$ cat src/rtl/fht_frame_sched.sv
// fht_frame_sched
// Frame-level scheduler wrapped around fht_control and its four-bank,
// two-page RAM. It owns the RAM while a frame of N = 4*2^A_BIT samples is
// written from the input stream, starts fht_control, hands it the RAM,
// takes the RAM back once fht_control reports idle, and streams the result
// page out through a valid/ready port.
//
// Ports
//   iCLK, iRESET               clock, synchronous active-high reset
//   iDATA_VALID/iDATA          input stream, oDATA_READY is its ready
//   oFHT_START                 one-cycle start pulse to fht_control
//   iFHT_RDY, iRES_PAGE        fht_control idle flag and result page
//   oMUX_EXT                   1 = scheduler drives RAM, 0 = fht_control
//   oPAGE/oBANK_SEL/oBANK_ADDR RAM page, bank and bank address
//   oBANK_WE/oBANK_D           RAM write strobe and data
//   oBANK_RE/iBANK_Q           RAM read strobe, data one cycle later
//   oOUT_VALID/oOUT_DATA       result stream, iOUT_READY is its ready
//   oFRAME_DONE                pulse after the last result is accepted
//   oERR                       sticky watchdog error, cleared by next load
//   oBUSY                      low only when idle in LOAD with no samples
module fht_frame_sched #(
  parameter int A_BIT  = 8,
  parameter int D_BIT  = 16,
  parameter int WD_CYC = 16
) (
  input  logic             iCLK,
  input  logic             iRESET,
  input  logic             iDATA_VALID,
  input  logic [D_BIT-1:0] iDATA,
  output logic             oDATA_READY,
  output logic             oFHT_START,
  input  logic             iFHT_RDY,
  input  logic             iRES_PAGE,
  output logic             oMUX_EXT,
  output logic             oPAGE,
  output logic [1:0]       oBANK_SEL,
  output logic [A_BIT-1:0] oBANK_ADDR,
  output logic             oBANK_WE,
  output logic [D_BIT-1:0] oBANK_D,
  output logic             oBANK_RE,
  input  logic [D_BIT-1:0] iBANK_Q,
  output logic             oOUT_VALID,
  output logic [D_BIT-1:0] oOUT_DATA,
  input  logic             iOUT_READY,
  output logic             oFRAME_DONE,
  output logic             oERR,
  output logic             oBUSY
);

  localparam int N_BIT = A_BIT + 2;
  localparam int WD_W  = (WD_CYC > 1) ? $clog2(WD_CYC) : 1;

  typedef enum logic [2:0] {
    S_LOAD,
    S_START,
    S_WAIT_LOW,
    S_RUN,
    S_UNLOAD
  } state_t;

  state_t state, state_nx;

  logic [N_BIT-1:0] n;        // sample index: write index in LOAD, next read in UNLOAD
  logic [N_BIT-1:0] wr_idx;   // index of the write currently on the RAM port
  logic [WD_W-1:0]  wd;
  logic             cap;      // read issued last cycle, iBANK_Q valid now
  logic             rd_done;  // read of sample N-1 already issued

  logic accept, n_last, wd_exp, hs, rd_issue;

  assign oDATA_READY = (state == S_LOAD);
  assign accept      = iDATA_VALID & oDATA_READY;
  assign n_last      = (n == '1);
  assign wd_exp      = (wd == WD_W'(WD_CYC - 1));
  assign hs          = oOUT_VALID & iOUT_READY;
  assign oBUSY       = !((state == S_LOAD) && (n == '0));

  // The next read goes out combinationally in the handshake cycle so the
  // result port can sustain one sample every two cycles.
  assign rd_issue = (state == S_UNLOAD) & ~cap & ~rd_done & (~oOUT_VALID | iOUT_READY);
  assign oBANK_RE = rd_issue;

  // Reads address the live counter; writes use the registered index of the
  // accepted sample because n has already advanced by the write cycle.
  assign oBANK_SEL  = (state == S_UNLOAD) ? n[1:0]       : wr_idx[1:0];
  assign oBANK_ADDR = (state == S_UNLOAD) ? n[N_BIT-1:2] : wr_idx[N_BIT-1:2];

  always_ff @(posedge iCLK) begin
    if (iRESET) state <= S_LOAD;
    else        state <= state_nx;
  end

  always_comb begin
    state_nx = state;
    case (state)
      S_LOAD:     if (accept && n_last) state_nx = S_START;
      S_START:    state_nx = S_WAIT_LOW;
      S_WAIT_LOW: begin
        if (!iFHT_RDY)   state_nx = S_RUN;
        else if (wd_exp) state_nx = S_LOAD;
      end
      S_RUN:      if (iFHT_RDY) state_nx = S_UNLOAD;
      S_UNLOAD:   if (hs && rd_done) state_nx = S_LOAD;
      default:    state_nx = S_LOAD;
    endcase
  end

  always_ff @(posedge iCLK) begin
    if (iRESET) begin
      n           <= '0;
      wr_idx      <= '0;
      wd          <= '0;
      cap         <= 1'b0;
      rd_done     <= 1'b0;
      oFHT_START  <= 1'b0;
      oMUX_EXT    <= 1'b1;
      oPAGE       <= 1'b0;
      oBANK_WE    <= 1'b0;
      oBANK_D     <= '0;
      oOUT_VALID  <= 1'b0;
      oOUT_DATA   <= '0;
      oFRAME_DONE <= 1'b0;
      oERR        <= 1'b0;
    end else begin
      oBANK_WE    <= 1'b0;
      oFHT_START  <= 1'b0;
      oFRAME_DONE <= 1'b0;
      cap         <= rd_issue;
      case (state)
        S_LOAD: begin
          if (accept) begin
            oBANK_WE <= 1'b1;
            oBANK_D  <= iDATA;
            wr_idx   <= n;
            n        <= n + 1'b1;
            oERR     <= 1'b0;
          end
        end
        S_START: begin
          oFHT_START <= 1'b1;
          oMUX_EXT   <= 1'b0;
          wd         <= '0;
        end
        S_WAIT_LOW: begin
          if (iFHT_RDY) begin
            if (wd_exp) begin
              oERR     <= 1'b1;
              oMUX_EXT <= 1'b1;
              n        <= '0;
            end else begin
              wd <= wd + 1'b1;
            end
          end
        end
        S_RUN: begin
          rd_done <= 1'b0;
          if (iFHT_RDY) begin
            oPAGE    <= iRES_PAGE;
            oMUX_EXT <= 1'b1;
          end
        end
        S_UNLOAD: begin
          if (rd_issue) begin
            n <= n + 1'b1;
            if (n_last) rd_done <= 1'b1;
          end
          if (cap) begin
            oOUT_DATA  <= iBANK_Q;
            oOUT_VALID <= 1'b1;
          end else if (hs) begin
            oOUT_VALID <= 1'b0;
            if (rd_done) begin
              oFRAME_DONE <= 1'b1;
              oPAGE       <= 1'b0;
              n           <= '0;
              rd_done     <= 1'b0;
            end
          end
        end
        default: ;
      endcase
    end
  end

endmodule

$ cat config.mk
export PLATFORM = sky130hd
export DESIGN_NAME = fht_frame_sched
export DESIGN_NICKNAME = d
export VERILOG_FILES = /design/src/rtl/fht_frame_sched.sv
export SDC_FILE = /design/constraint.sdc
export NUM_CORES = 1
export LEC_CHECK = 0
export ABC_CLOCK_PERIOD_IN_PS = 1930
export CAP_MARGIN = 20
export CORE_MARGIN = 2
export CORE_UTILIZATION = 42
export CTS_BUF_LIST = sky130_fd_sc_hd__clkbuf_4 sky130_fd_sc_hd__clkbuf_8 sky130_fd_sc_hd__clkbuf_16
export DETAILED_ROUTE_END_ITERATION = 7
export PLACE_DENSITY = 0.76
export SKIP_LAST_GASP = 1
export SLEW_MARGIN = 20
export SYNTH_ARGS = -nofsm -noshare
export SYNTH_HDL_FRONTEND = slang
export SYNTH_SLANG_ARGS = --single-unit
$ cat constraint.sdc
create_clock -name iCLK -period 1.93 [get_ports iCLK]
set_clock_uncertainty 0.15 [all_clocks]
set_input_delay 0.4825 -clock iCLK [delete_from_list [all_inputs] [get_ports iCLK]]
set_output_delay 0.4825 -clock iCLK [all_outputs]
set_load 0.005 [all_outputs]
-- After elaboration in Yosys (flattened, before gate mapping)
Cells that the tools add are included.
- reductions and logical operators: 23
- bitwise gates (word level): 12
- multiplexer cells: 41
- add/sub/neg operators: 2
- equal/unequal tests: 17
- operators by type and width (kind ; count):
    $mux W10 ; 7
    $pmux W10 S3 ; 1
    $mux W1 ; 18
    $reduce_and A4 Y1 ; 4
    $mux W3 ; 5
    $pmux W3 S5 ; 1
    $ne A2 B2 Y1 const B ; 7
    $add A10 B1 Y10 const B ; 1
    $eq A10 B10 Y1 const B ; 1
    $logic_not A10 Y1 ; 1
    $mux W4 ; 2
    $mux W8 ; 1
    $pmux W4 S2 ; 1
    $reduce_bool A2 Y1 ; 4
    $eq A3 B2 Y1 const B ; 2
    $ne A2 B1 Y1 const B ; 3
    $not A1 Y1 ; 6
    $pmux W1 S2 ; 3
    $reduce_and A2 Y1 ; 3
    $reduce_bool A3 Y1 ; 2
    $and A1 B1 Y1 ; 5
    $reduce_and A5 Y1 ; 1
    $add A4 B1 Y4 const B ; 1
    $eq A4 B4 Y1 const B ; 1
    12 further kinds ; 14
- flip-flop bits (word level): 68

-- Logic depth before layout (Yosys ltp)
- depth in word-level cells: 9
- mapped depth: 7

-- Worst setup path before layout
Ideal clock, no wire load.
- path type: flip-flop to output port
- start: reg state[0]
- end: out oBANK_ADDR[0]
- cell stages (with the launch flop): 5
- path slack: -84 ps
- arrival: 1382 ps
- cells stage by stage: dfxtp_1 > buf_2 > nor3b_2 > buf_2 > mux2_2
- word-level cells in the longest chain between the ends: 2
- ends and longest elaborated chain (what ; RTL line ; text):
    from (decl) ; 61 ; state_t state, state_nx;
    from (signal assigned) ; 90 ; else state <= state_nx;
    $eq A3 B3 Y1 ; 86 ; assign oBANK_ADDR = (state == S_UNLOAD) ? n[N_BIT-1:2] : wr_idx[N_BIT-1:2];
    $mux W8 ; 86 ;
    to (decl) ; 37 ; output logic [A_BIT-1:0] oBANK_ADDR,
No other way between the ends.

-- Final worst setup path
- start: reg state[1]
- end: out oBANK_ADDR[5]
The elaborated chain is that of the path after synthesis.

==> results.sh <==
export IMPL_synth_compound_area_frac=0.159
export IMPL_cp_cell_sequence="nor3b_4, buf_6, mux2_4, buf_6"
export IMPL_grt_start_max_net_pins=29
export IMPL_setup_viol=17
export IMPL_endpoint_kind="output pin"
export IMPL_synth_xor_area_frac=0.00602
export IMPL_grt_pass1_vias=3043
export IMPL_ys_ff_latch=68
export IMPL_initial_core_util=0.431
export IMPL_rows=30
export IMPL_critPathKind="reg2out"
export IMPL_p_sw_frac=0.230
export IMPL_dr_pass1_iters=4
export IMPL_grt_overflow=0
export IMPL_slowest_delay_ns=0.35
export IMPL_place_inst=549
export IMPL_die_y_um=87.3
export IMPL_muxShareOfSynthArea=0.0387
export IMPL_p_comb_frac=0.092
export IMPL_n_antenna_cell=0
export IMPL_r2r_end="n[9]"
export IMPL_holdCritStartpoint="oOUT_DATA[15]"
export IMPL_status="complete, but fails checks"
export IMPL_grt_antenna_before_repair=0
export IMPL_dpl_hpwl_mm=5.91
export IMPL_hold_class="reg2reg"
export IMPL_ant_nets=0
export IMPL_violations="setup timing"
export IMPL_power_switching_w=0.000694
export IMPL_synth_simple_area_share=0.272
export IMPL_fill_cells=513
export IMPL_clk_pin_slew_ns=0.07
export IMPL_reg2reg_depth=8
export IMPL_fin_crit_ns=2.21
export IMPL_synth_top_family_by_area="simple AND/OR/NAND/NOR gates"
export IMPL_root_buffer="clkbuf_8"
export IMPL_critPathMaxFanout=7
export IMPL_numCtsBuffers=9
export IMPL_r2r_slack_ns=-0.12
export IMPL_die_area_mm2=0.00761
export IMPL_drive_above_1_share=0.226
export IMPL_synth_cell_types=45
export IMPL_finalWirelength_mm=9.01
export IMPL_final_cell_count_no_fill=575
export IMPL_worstMarginPinSlew_ns=0.428
export IMPL_synth_edf_count=0
export IMPL_boundaryPins=90
export IMPL_max_vdd_ir_drop_mv=0.677
export IMPL_clk_latency_ns=0.35
export IMPL_portBuffers=89
export IMPL_worstPathRequired_ns=1.30
export IMPL_whs_ns=0.307
export IMPL_synth_top_cell_by_area="dfxtp_1"
export IMPL_whs_path_depth=2
export IMPL_finalHoldViolations=0
export IMPL_synth_flop_cell="dfxtp_1"
export IMPL_final_period_utilization=1.14
export IMPL_rsz0062_at_grt="true"
export IMPL_drtIter0Drc=133
export IMPL_via_per_inst=5.34
export IMPL_synthCells=361
export IMPL_power_density_mw_per_mm2=656
export IMPL_groute_usage_overall=0.242
export IMPL_synthAdderAreaFrac=0.0129
export IMPL_syn_mean_instance_area_um2=8.07
export IMPL_internal_power_w=0.00233
export IMPL_critPathSlowestCell="dfxtp_2"
export IMPL_timing_final_ws_setup_ns=-0.276
export IMPL_clk_path_buf_depth=2
export IMPL_p_seq_frac=0.476
export IMPL_startpoint_type="flip-flop"
export IMPL_rr_startpoint="state[0]"
export IMPL_min_to="oOUT_DATA[15]"
export IMPL_post_place_ws_ns=-0.480
export IMPL_ctsHoldBuffers=0
export IMPL_netlist_area_mm2=0.00291
export IMPL_grt_pass1_wl_mm=14.2
export IMPL_drv_slew=0
export IMPL_area_growth_pct=58.1
export IMPL_drc=0
export IMPL_drv_cap=0
export IMPL_synthesis_nets=402
export IMPL_vias=3073
export IMPL_core_mm2=0.00676
export IMPL_htreeDepth=3
export IMPL_yosys_top_cells_area="dfxtp_1 47%, nand2_1 13%, a21oi_1 10%"
export IMPL_synth_common_cells="101 x nand2_1, 68 x dfxtp_1, 58 x a21oi_1, 14 x clkbuf_1, 14 x nand3_1"
export IMPL_synth_top_area_frac=0.468
export IMPL_clock_sinks=68
export IMPL_synthArstFlopShare=0
export IMPL_gp_congestion=0.956
export IMPL_max_slew_margin_rel=0.714
export IMPL_die_w_um=87.3
export IMPL_clockPowerShare=0.432
export IMPL_ys_seq_area_frac=0.468
export IMPL_fin_nets=531
export IMPL_yosysMostFrequentCell="nand2_1"
export IMPL_cp_common_cell="buf_6"
export IMPL_crit_arrival_ns=1.57
export IMPL_p_leak_nw=1.78
export IMPL_cts_tree="yes"
export IMPL_finalSetupTns_ns=-3.22
export IMPL_post_drt_wl_per_cell_um=15.7
export IMPL_ys_warn_count=0
export IMPL_fmaxAchievable_mhz=453
-- power by group through the flow --
| stage | Sequential (W) | Clock, W | Combinational (W) |
|---|---|---|---|
| final | 0.00144 | 0.00130 | 0.000278 |
| after global routing | 0.00144 | 0.00138 | 0.000299 |
| after CTS | 0.00144 | 0.00132 | 0.000268 |
| after detailed placement | 0.00147 | 0 | 0.000264 |
| after global placement | 0.00147 | 0 | 0.000261 |
| after floorplan | 0.00148 | 0 | 0.0000845 |
-- worst max-delay path, delay by kind of cell, from the launching register on --
| kind | cells | cell delay [ns] |
|---|---|---|
| multiplexers | 1 | 0.32 |
| flip-flops | 1 | 0.35 |
| buffers and inverters | 2 | 0.32 |
| AND/OR/NAND/NOR | 1 | 0.23 |
-- placed cells by master, fill, tap and decap left out, drive strengths merged, types with 5 or more instances in the layout --
master         synthesis  final
inv                    8      8
nor2                  12     12
and3                   5      5
buf                    9     65
clkbuf                14     10
nand3                 14     14
nand2                101    101
a21oi                 58     58
nand4                  6      6
clkdlybuf4s50          0     74
nor3                   5      5
mux2                  10     10
dfxtp                 68     68
o21ai                  6      6
-- through the flow --
stage / cell area (µm²) / utilization / power, W
finish: 4600 / 0.681 / 0.00302
global route: 4600 / 0.681 / 0.00312
CTS: 4560 / 0.675 / 0.00302
detailed placement: 4160 / 0.615 / 0.00174
global placement: 4160 / 0.615 / 0.00173
floorplan: 2920 / - / 0.00156
-- timing repair --
item / in CTS / in global routing
pin swaps: 4 / 8
setup endpoints to repair: 15 / 45
gates resized for setup: 85 / 20
buffers inserted: 8 / 6
cloned: 1 / 0
-- state kept, by name, summed over array words and instances (netlist names), 3 cells and up --
| name | flops |
|---|---|
| oBANK_D | 16 |
| n | 10 |
| wr_idx | 10 |
| state | 3 |
| oOUT_DATA | 16 |
| wd | 4 |
-- routing by layer --
metal | wire, µm | global-route usage | up-vias
li1 | - | - | 1495
met1 | 3770 | 0.283 | 1445
met2 | 4490 | 0.419 | 117
met3 | 591 | 0.0588 | 16
met4 | 163 | 0.102 | 0
met5 | 0 | 0 | -
-- cell families after synthesis --
| logic type | Yosys count |
|---|---|
| mux | 10 |
| flops | 68 |
| compound gates | 81 |
| buf+inv | 31 |
| fa+ha+maj | 3 |
| xor+xnor | 2 |
| simple gates | 166 |
-- worst max-delay path by stage --
| stage | from | endpoint | slack, ns | cells past startpoint |
|---|---|---|---|---|
| 2_1_floorplan | state[0] | oBANK_ADDR[0] | 0.02 | 4 |
| 3_3_place_gp | iOUT_READY | oBANK_RE | -0.44 | 4 |
| 3_5_place_dp | iOUT_READY | oBANK_RE | -0.48 | 4 |
| 4_1_cts | state[1] | oBANK_ADDR[7] | -0.38 | 6 |
| 5_1_grt | state[1] | oBANK_ADDR[5] | -0.36 | 4 |
| 6_report | state[1] | oBANK_ADDR[5] | -0.28 | 4 |
-- layout make-up --
class | count | area [µm²] | area share
tap | 80 | 100 | 0.0217
sequential | 68 | 1370 | 0.297
multi-input combinational | 262 | 1550 | 0.337
clock inverter | 6 | 88.8 | 0.0193
timing repair buffer | 141 | 1340 | 0.290
inverter | 8 | 30.0 | 0.00652
clock buffer | 10 | 131 | 0.0285
Note: power is estimated with default switching activity, not from simulation.
==> edit (config.mk and constraints unchanged) <==
The parameter `WD_CYC` goes from 16 to 8.
--- a/src/rtl/fht_frame_sched.sv
+++ b/src/rtl/fht_frame_sched.sv
@@ -22,5 +22,5 @@
   parameter int A_BIT  = 8,
   parameter int D_BIT  = 16,
-  parameter int WD_CYC = 16
+  parameter int WD_CYC = 8
 ) (
   input  logic             iCLK,
Function: same outputs for any inputs over 10 cycles, from zero or initial values and one cycle with iRESET high; that may be too few to reach the edited logic, so the function may still have changed.
==> edit against the unedited design <==
The flow still finishes with violations (setup timing). Worst setup slack better by 0.025 ns. Sequential share of layout area fell by 1.4 points. Wire length grew 0.63%. Area after synthesis fell by 2.1%. Sequential cell count down 1. Global-route usage fell by 1.7 points. Final area up 3.3%. Final cell count up 4.5%.
Power is not compared: it rests on default switching activity, and its combinational part moved more than twofold at a synthesized area within 25%.
==> edit: results (changes against the unedited design) <==
DR pass1 iterations -> 5 (was 4)
GP Congestion -> 0.848 (was 0.956)
Async S/R FF share, synth -> 0% (unchanged)
Setup violations, final -> 23 (was 17)
biggest regs -> oBANK_D: 16 flops, oOUT_DATA: 16 flops (unchanged)
status -> complete, but fails checks (unchanged)
DR iter-0 viols -> 225 (was 133)
Fillers -> 509 (was 513)
Syn Nets -> 417 (was 402)
failing checks -> setup timing (unchanged)
worst vdd ir -> 0.627 mV
Max clock buf depth -> 2 (unchanged)
Port Buf Inserts -> 89 (unchanged)
Yosys Warn Count -> 0 (unchanged)
ANT cells -> 0 (unchanged)
CTS buffer count -> 9 (unchanged)
Crit Path Max Fanout -> 5 (was 7)
nets@finish -> 558 (was 531)
initial antenna violation count -> 0 (unchanged)
Post-synth top cells -> 126 x nand2_1, 67 x dfxtp_1, 55 x a21oi_1 (was 101 x nand2_1, 68 x dfxtp_1, 58 x a21oi_1)
total track usage -> 22.4% (was 24.2%)
largest net degree at the start of global routing -> 28 (was 29)
Placement Setup Slack -> -0.528 ns (was -0.480 ns)
sequential element share of the synthesized area -> 47.0% (was 46.8%)
final wirelength -> 9060 um (was 9010 um)
TNS Setup -> -3.78 ns (was -3.22 ns)
first-pass GRT wire length -> 13,300 um (was 14,200 um)
CTS Root Buffer Type -> clkbuf_8 (unchanged)
Critical Path AT -> 1.55 ns (was 1.57 ns)
worst hold path type -> register to register (unchanged)
Clk Latency, worst-skew pair -> 0.35 ns (about the same)
unique cell type count in the Yosys netlist -> 40 (was 45)
fraction of layout cells with a size suffix above 1 -> 30.3% (was 22.6%)
Worst-Margin Slew -> 0.450 ns (was 0.428 ns)
Main synth FF type -> dfxtp_1 (unchanged)
H-tree levels -> 3 (unchanged)
Setup WS post-layout -> -0.252 ns (was -0.276 ns)
DP Wirelength -> 5240 um (was 5910 um)
Pleak -> 1.87 nW
number of global-route vias before repair -> 2,918 (was 3,043)
leading cell types by total area after synthesis -> dfxtp_1 47%, nand2_1 17%, a21oi_1 9.7% (was dfxtp_1 47%, nand2_1 13%, a21oi_1 10%)
Worst-path clk slew -> 0.07 ns (about the same)
DR vias/cell -> 5.42 (was 5.34)
==> edit: layout make-up <==
| cell class | count | area (um2) | share of cell area (%) |
|---|---|---|---|
| multi-input combinational | 281 | 1650 | 34.6 |
| inverter | 4 | 15.0 | 0.316 |
| timing repair buffer | 153 | 1430 | 30.1 |
| tap | 80 | 100 | 2.11 |
| clock inverter | 5 | 77.6 | 1.63 |
| sequential | 67 | 1350 | 28.3 |
| clock buffer | 11 | 139 | 2.92 |
==> edit: kinds of logic (layout without fill, tap and decap cells) <==
logic type	after synthesis	count (layout)	share of synthesized area, %
adders and majority gates	4	4	1.76
and+or+nand+nor	186	187	28.5
buffers and inverters	28	173	4.04
AOI/OAI and AO/OA	87	87	17.7
xor gates and xnor gates	1	1	0.307
DFF	67	67	47.0
muxes	2	2	0.702
==> edit: path summary, 6_finish.rpt <==
| kind | from | depth (start not counted) | to | slack [ns] |
|---|---|---|---|---|
| min | oBANK_D[13] | 2 | oBANK_D[13] | 0.30 |
| max reg2reg | state[2] | 7 | n[9] | -0.20 |
| max | state[2] | 5 | oBANK_ADDR[0] | -0.25 |
| min reg2reg | oBANK_D[13] | 2 | oBANK_D[13] | 0.30 |
==> edit: worst max-delay path: stages (launching register included) <==
cell	delay [ns]
dfxtp_2	0.35
or3b_4	0.45
buf_6	0.17
nand2_2	0.06
nand2_2	0.06
buf_6	0.11
==> edit: power breakdown <==
part / internal, mW / switching [mW] / total, mW
Sequential: 1.45 / 0.0396 / 1.49
Combinational: 0.424 / 0.395 / 0.818
Clock: 0.752 / 0.547 / 1.30
Total: 2.62 / 0.982 / 3.61
==> edit: metrics by stage <==
stage | instances | cell area (um2) | power, mW | utilization [%] | hold WS, ns
after floorplan | 375 | 2850 | 1.81 | - | 0.287
after global routing | 601 | 4750 | 3.75 | 71.2 | 0.323
final | 601 | 4750 | 3.61 | 71.2 | 0.304
after detailed placement | 563 | 4110 | 2.18 | 61.5 | 0.296
after global placement | 563 | 4110 | 2.18 | 61.5 | 0.291
after CTS | 595 | 4540 | 3.54 | 68.0 | 0.305
==> edit: what timing repair did <==
action,in CTS,in global routing
gates cloned,1,0
pin swaps,28,19
setup buffers,16,9
setup endpoints to repair,23,29
endpoints found under the hold margin,0,0
resized for setup,104,42
==> edit: metal layers <==
| layer | GRT usage [%] | routed length (um) | part of all wire (%) |
|---|---|---|---|
| met4 | 10.5 | 303 | 3.3 |
| met1 | 27.5 | 3580 | 39 |
| met3 | 5.52 | 681 | 7.5 |
| met5 | 0 | 0 | 0 |
| met2 | 37.0 | 4500 | 50 |
